`src/rtl/fp_collect_pkg.sv`:
```
// rtl/fp_collect_pkg.sv - IEEE-754 single field constants, class bit indices and classifier
package fp_collect_pkg;

    localparam int SIGN_BIT = 31;
    localparam int EXP_MSB  = 30;
    localparam int EXP_LSB  = 23;
    localparam int MANT_MSB = 22;

    localparam logic [7:0] EXP_ALL_ONES = 8'hFF;

    localparam int CLS_NAN  = 3;
    localparam int CLS_INF  = 2;
    localparam int CLS_ZERO = 1;
    localparam int CLS_NEG  = 0;

    typedef logic [3:0] fp_class_t;

    // Denormals classify as zero because the adder flushes them.
    function automatic fp_class_t fp_classify(input logic [31:0] v);
        logic [7:0]        e;
        logic [MANT_MSB:0] m;
        fp_class_t         c;
        e           = v[EXP_MSB:EXP_LSB];
        m           = v[MANT_MSB:0];
        c           = '0;
        c[CLS_NAN]  = (e == EXP_ALL_ONES) && (m != '0);
        c[CLS_INF]  = (e == EXP_ALL_ONES) && (m == '0);
        c[CLS_ZERO] = (e == '0);
        c[CLS_NEG]  = v[SIGN_BIT];
        return c;
    endfunction

endpackage

```
`src/rtl/fpadd_result_collector_if.sv`:
```
// rtl/fpadd_result_collector_if.sv - issue and result-drain signals of the adder result collector
interface fpadd_result_collector_if #(
    parameter int LATENCY = 4,
    parameter int TAG_W   = 4
);
    localparam int IF_W = $clog2(LATENCY + 1);

    logic             issue_valid;
    logic             issue_ready;
    logic [31:0]      sum;
    logic             out_valid;
    logic             out_ready;
    logic [31:0]      out_data;
    logic [TAG_W-1:0] out_tag;
    logic [3:0]       out_class;
    logic [IF_W-1:0]  in_flight;

    modport master (
        output issue_valid, sum, out_ready,
        input  issue_ready, out_valid, out_data, out_tag, out_class, in_flight
    );

    modport slave (
        input  issue_valid, sum, out_ready,
        output issue_ready, out_valid, out_data, out_tag, out_class, in_flight
    );

endinterface

```
`src/rtl/fp_collect_fifo.sv`:
```
// rtl/fp_collect_fifo.sv - synchronous show-ahead FIFO; head is visible with no read latency
module fp_collect_fifo
    import fp_collect_pkg::*;
#(
    parameter  int WIDTH = 36,
    parameter  int DEPTH = 4,
    localparam int PTR_W = $clog2(DEPTH),
    localparam int CNT_W = $clog2(DEPTH + 1)
) (
    input  logic             clk,
    input  logic             rst,
    input  logic             push,
    input  logic [WIDTH-1:0] din,
    input  logic             pop,
    output logic [WIDTH-1:0] dout,
    output logic [CNT_W-1:0] count,
    output logic             full,
    output logic             empty
);

    logic [WIDTH-1:0] mem [DEPTH];
    logic [PTR_W-1:0] wr_ptr;
    logic [PTR_W-1:0] rd_ptr;
    logic             do_push;
    logic             do_pop;

    assign empty   = (count == '0);
    assign full    = (count == CNT_W'(DEPTH));
    assign do_pop  = pop && !empty;
    assign do_push = push && (!full || do_pop);
    // Empty head reads as zero so the outputs are defined straight out of reset.
    assign dout    = empty ? '0 : mem[rd_ptr];

    always_ff @(posedge clk) begin
        if (do_push) begin
            mem[wr_ptr] <= din;
        end
    end

    always_ff @(posedge clk) begin
        if (rst) begin
            wr_ptr <= '0;
            rd_ptr <= '0;
            count  <= '0;
        end else begin
            if (do_push) begin
                wr_ptr <= wr_ptr + PTR_W'(1);
            end
            if (do_pop) begin
                rd_ptr <= rd_ptr + PTR_W'(1);
            end
            if (do_push && !do_pop) begin
                count <= count + CNT_W'(1);
            end else if (!do_push && do_pop) begin
                count <= count - CNT_W'(1);
            end
        end
    end

endmodule

```
`src/rtl/fpadd_result_collector.sv`:
```
// rtl/fpadd_result_collector.sv - tags adder issues, captures sums LATENCY cycles later into a credit-guarded FIFO
// FP_CLASSIFY_EN adds {nan,inf,zero,neg} class bits per captured entry.
module fpadd_result_collector
    import fp_collect_pkg::*;
#(
    parameter int LATENCY = 4,
    parameter int DEPTH   = 4,
    parameter int TAG_W   = 4
) (
    input  logic                     clk,
    input  logic                     rst,
    fpadd_result_collector_if.slave  bus
);

    localparam int IF_W  = $clog2(LATENCY + 1);
    localparam int CNT_W = $clog2(DEPTH + 1);
`ifdef FP_CLASSIFY_EN
    localparam int ENT_W = 32 + TAG_W + 4;
`else
    localparam int ENT_W = 32 + TAG_W;
`endif

    logic [TAG_W-1:0]              seq_q;
    logic [LATENCY-1:0]            vld_q;
    logic [LATENCY-1:0][TAG_W-1:0] tag_q;
    logic [IF_W-1:0]               in_flight_q;
    logic [CNT_W-1:0]              fifo_count;
    logic                          fifo_full;
    logic                          fifo_empty;
    logic                          accept;
    logic                          capture;
    logic                          pop;
    logic [ENT_W-1:0]              push_data;
    logic [ENT_W-1:0]              head;

    // Credit counts results already buffered plus those still in the adder.
    assign bus.issue_ready = (int'(fifo_count) + int'(in_flight_q)) < DEPTH;
    assign accept          = bus.issue_valid && bus.issue_ready;
    assign capture         = vld_q[LATENCY-1];
    assign bus.out_valid   = !fifo_empty;
    assign pop             = bus.out_valid && bus.out_ready;
    assign bus.in_flight   = in_flight_q;

`ifdef FP_CLASSIFY_EN
    assign push_data     = {bus.sum, tag_q[LATENCY-1], fp_classify(bus.sum)};
    assign bus.out_class = head[3:0];
    assign bus.out_tag   = head[4 +: TAG_W];
`else
    assign push_data     = {bus.sum, tag_q[LATENCY-1]};
    assign bus.out_class = 4'b0000;
    assign bus.out_tag   = head[0 +: TAG_W];
`endif
    assign bus.out_data  = head[ENT_W-1 -: 32];

    always_ff @(posedge clk) begin
        if (rst) begin
            seq_q       <= '0;
            vld_q       <= '0;
            tag_q       <= '0;
            in_flight_q <= '0;
        end else begin
            if (accept) begin
                seq_q <= seq_q + TAG_W'(1);
            end
            vld_q[0] <= accept;
            tag_q[0] <= seq_q;
            for (int i = 1; i < LATENCY; i++) begin
                vld_q[i] <= vld_q[i-1];
                tag_q[i] <= tag_q[i-1];
            end
            if (accept && !capture) begin
                in_flight_q <= in_flight_q + IF_W'(1);
            end else if (!accept && capture) begin
                in_flight_q <= in_flight_q - IF_W'(1);
            end
        end
    end

    fp_collect_fifo #(
        .WIDTH (ENT_W),
        .DEPTH (DEPTH)
    ) u_fifo (
        .clk   (clk),
        .rst   (rst),
        .push  (capture),
        .din   (push_data),
        .pop   (pop),
        .dout  (head),
        .count (fifo_count),
        .full  (fifo_full),
        .empty (fifo_empty)
    );

    assert property (@(posedge clk) disable iff (rst) !(capture && fifo_full && !pop));

endmodule

```
`src/flat_wrapper.sv`:
```
// flat-port wrapper written by rule: the top's interface ports become plain ports
module fpadd_result_collector_flat import fp_collect_pkg::*;
#(
    parameter int LATENCY = 4,
    parameter int DEPTH   = 4,
    parameter int TAG_W   = 4
)
  (clk, rst, bus_issue_valid, bus_sum, bus_out_ready, bus_issue_ready, bus_out_valid, bus_out_data, bus_out_tag, bus_out_class, bus_in_flight);
  fpadd_result_collector_if #(.LATENCY(LATENCY), .TAG_W(TAG_W)) bus_i ();
  input  logic clk;
  input  logic rst;
  input wire logic [$bits(bus_i.issue_valid)-1:0] bus_issue_valid;
  input wire logic [$bits(bus_i.sum)-1:0] bus_sum;
  input wire logic [$bits(bus_i.out_ready)-1:0] bus_out_ready;
  output wire logic [$bits(bus_i.issue_ready)-1:0] bus_issue_ready;
  output wire logic [$bits(bus_i.out_valid)-1:0] bus_out_valid;
  output wire logic [$bits(bus_i.out_data)-1:0] bus_out_data;
  output wire logic [$bits(bus_i.out_tag)-1:0] bus_out_tag;
  output wire logic [$bits(bus_i.out_class)-1:0] bus_out_class;
  output wire logic [$bits(bus_i.in_flight)-1:0] bus_in_flight;
  assign bus_i.issue_valid = bus_issue_valid;
  assign bus_i.sum = bus_sum;
  assign bus_i.out_ready = bus_out_ready;
  assign bus_issue_ready = bus_i.issue_ready;
  assign bus_out_valid = bus_i.out_valid;
  assign bus_out_data = bus_i.out_data;
  assign bus_out_tag = bus_i.out_tag;
  assign bus_out_class = bus_i.out_class;
  assign bus_in_flight = bus_i.in_flight;
  fpadd_result_collector #(.LATENCY(LATENCY), .DEPTH(DEPTH), .TAG_W(TAG_W)) u_core (.clk(clk), .rst(rst), .bus(bus_i));
endmodule
```
`config.mk`:
```
export PLATFORM = sky130hd
export DESIGN_NAME = fpadd_result_collector_flat
export DESIGN_NICKNAME = d
export VERILOG_FILES = /design/src/rtl/fp_collect_pkg.sv /design/src/rtl/fpadd_result_collector_if.sv /design/src/rtl/fp_collect_fifo.sv /design/src/rtl/fpadd_result_collector.sv /design/src/flat_wrapper.sv
export SDC_FILE = /design/constraint.sdc
export NUM_CORES = 1
export LEC_CHECK = 0
export ABC_AREA = 1
export CAP_MARGIN = 20
export CORE_ASPECT_RATIO = 1.25
export CORE_UTILIZATION = 60
export CTS_BUF_LIST = sky130_fd_sc_hd__clkbuf_8
export CTS_CLUSTER_DIAMETER = 100
export DETAILED_ROUTE_END_ITERATION = 10
export GPL_ROUTABILITY_DRIVEN = 0
export PLACE_DENSITY_LB_ADDON = 0.3
export SLEW_MARGIN = 20
export SYNTH_ARGS = -nofsm -noshare
export SYNTH_HDL_FRONTEND = slang
export SYNTH_HIERARCHICAL = 1
export SYNTH_SLANG_ARGS = --single-unit
```
`constraint.sdc`:
```
create_clock -name clk -period 7.5 [get_ports clk]
set_input_delay 1.5 -clock clk [delete_from_list [all_inputs] [get_ports clk]]
set_output_delay 1.5 -clock clk [all_outputs]
set_load 0.005 [all_outputs]
```
==> flow_metrics.tcl <==
set metrics [dict create \
    status "complete, no violations" \
    drc 0 \
    path_max_fanout 37 \
    layout_commonest_cell "nor2_1" \
    drt_iter0_drc 280 \
    power_frac_seq_pct 57.7 \
    insertion_delay_ns 0.44 \
    max_freq_mhz 227.3 \
    final_area_sq_um 8423 \
    yosysWarnings 6 \
    min_path_type "register to register" \
    wl_met1_um 5165 \
    die-area_sq_um 12400 \
    post-dp-hpwl_um 8056 \
    antenna_found_initial 0 \
    antenna_cells 0 \
    cts_root_buf "clkbuf_8" \
    cts_num_sinks 180 \
    vias 4610 \
    rows 44 \
    maxCapViolations 0 \
    cp.required_ns 6.00 \
    fin_tns_setup_ns 0 \
    worstSetupPathType "register to output port" \
    maxUsedRoutingLayer "met4" \
    netSwitchingFraction_pct 20.89 \
    final_nets 738 \
    ant_nets 0 \
    fin_crit_sh_pct 58.66 \
    first_pass_iters 6 \
    design.core.area_sq_um 11620 \
    routed_via_density 5.329 \
    period_needed_ns 4.400 \
    cts_resized 0 \
    rsz0062_at_grt "false" \
    endpoint_kind "output port" \
    worst_pin_slew_ns 0.9075 \
    die_w_um 99.82 \
    skew_ns 0.009037 \
    cts_buffers 17 \
    cts_hold_buf 0 \
    routed-wl-met2_um 7410 \
    worstSetupStartpointType "register" \
    clk_pin_slew_ns 0.08 \
    pwr-share-comb_pct 7.6 \
    syn2layout_area_growth_pct 17.38 \
    cts_max_level 4 \
    grt_max_degree 74 \
    drt-total-wl_um 13650 \
    worst_ep_arrival_time_ns 2.90 \
    ios 81 \
    cts_setup_buffers 0 \
    port_buffers 76 \
    syn_inst 619 \
    cellInternalPower_mw 1.514 \
    powerDensity_nw_per_um2 227.2 \
    drive_gt1_share_pct 6.818 \
    finish.utilization_pct 72.51 \
    netlist_area_sq_um 7176 \
    vdd_drop_max_v 0.0001513 \
    first_global_vias 4600 \
    overflow 0 \
    syn-mean-instance-area_sq_um 11.59 \
    die_h_um 124.3 \
    hold_viol 0 \
    initial_core_util_pct 61.77 \
    relSlewSlack_pct 39.31 \
    p_leak_nw 2.980 \
    slew_viol_final 0 \
    grt_pass1_wl_um 21790 \
    cts_tree "done" \
    dpl_cell_area_sq_um 7915 \
    final_cell_mix "nor2_1, edfxtp_1, clkdlybuf4s50_1" \
    dr_wl_met3_um 845 \
    clkPwrFrac_pct 34.7 \
    power_switching_mw 0.3998 \
    clock_path_buffers 2 \
    finalPower_mw 1.914 \
    grt_use_total_pct 23.23 \
    setup_viol 0 \
    wl_per_cell_um 15.78 \
]
power by group through the flow:
stage | sequential, mW | combinational [mW] | clock (mW)
after floorplan | 1.13 | 0.0697 | 0
after global placement | 1.13 | 0.138 | 0
final | 1.10 | 0.145 | 0.664
after detailed placement | 1.13 | 0.144 | 0
after CTS | 1.10 | 0.145 | 0.678
after global routing | 1.11 | 0.162 | 0.717
final cells by class:
| cell class | count | area [sq um] |
|---|---|---|
| Clock buffer | 20 | 275.3 |
| Clock inverter | 12 | 135.1 |
| Fill cell | 783 | 3193 |
| Inverter | 51 | 196.4 |
| Multi-Input combinational cell | 360 | 1702 |
| Sequential cell | 180 | 5047 |
| Tap cell | 161 | 201.4 |
| Timing Repair Buffer | 81 | 865.8 |
routing by layer:
layer,vias to the layer above,track usage [%]
li1,2225,-
met1,2231,26.45
met2,134,40.61
met3,20,7.407
met4,0,8.304
met5,-,0
worst max-delay path, stage by stage (launching register included):
cell	delay [ns]
dfxtp_2	0.84
inv_2	0.50
nor2_1	0.24
o21ai_1	0.10
a21oi_1	0.22
clkdlybuf4s50_1	0.54
final timing paths:
check / from / end / slack (ns) / cells after the start
max reg2reg: u_core/u_fifo/count[0] / u_core/u_fifo/count[1] / 4.20 / 13
min reg2reg: u_core/vld_q[1] / u_core/vld_q[2] / 0.40 / 2
min: u_core/vld_q[1] / u_core/vld_q[2] / 0.40 / 2
max: register / bus_out_data[29] / 3.10 / 5
flip-flops by register name, indices dropped and copies added, names as in the netlist, named ones only:
signal	flops
u_core/u_fifo/wr_ptr	2
u_core/u_fifo/mem	144
u_core/u_fifo/rd_ptr	2
u_core/push_data	4
u_core/bus.in_flight	3
u_core/vld_q	4
u_core/tag_q	12
u_core/seq_q	4
u_core/u_fifo/count	3
per-stage QoR:
stage	setup slack (ns)	hold WS (ns)	cells
6_report	3.100	0.4026	865
3_5_place_dp	3.439	0.3941	829
2_1_floorplan	3.527	0.3883	622
3_3_place_gp	3.516	0.3893	829
4_1_cts	3.070	0.4052	861
5_1_grt	2.870	0.4103	865
No activity file was read; power rests on OpenSTA's default activity.
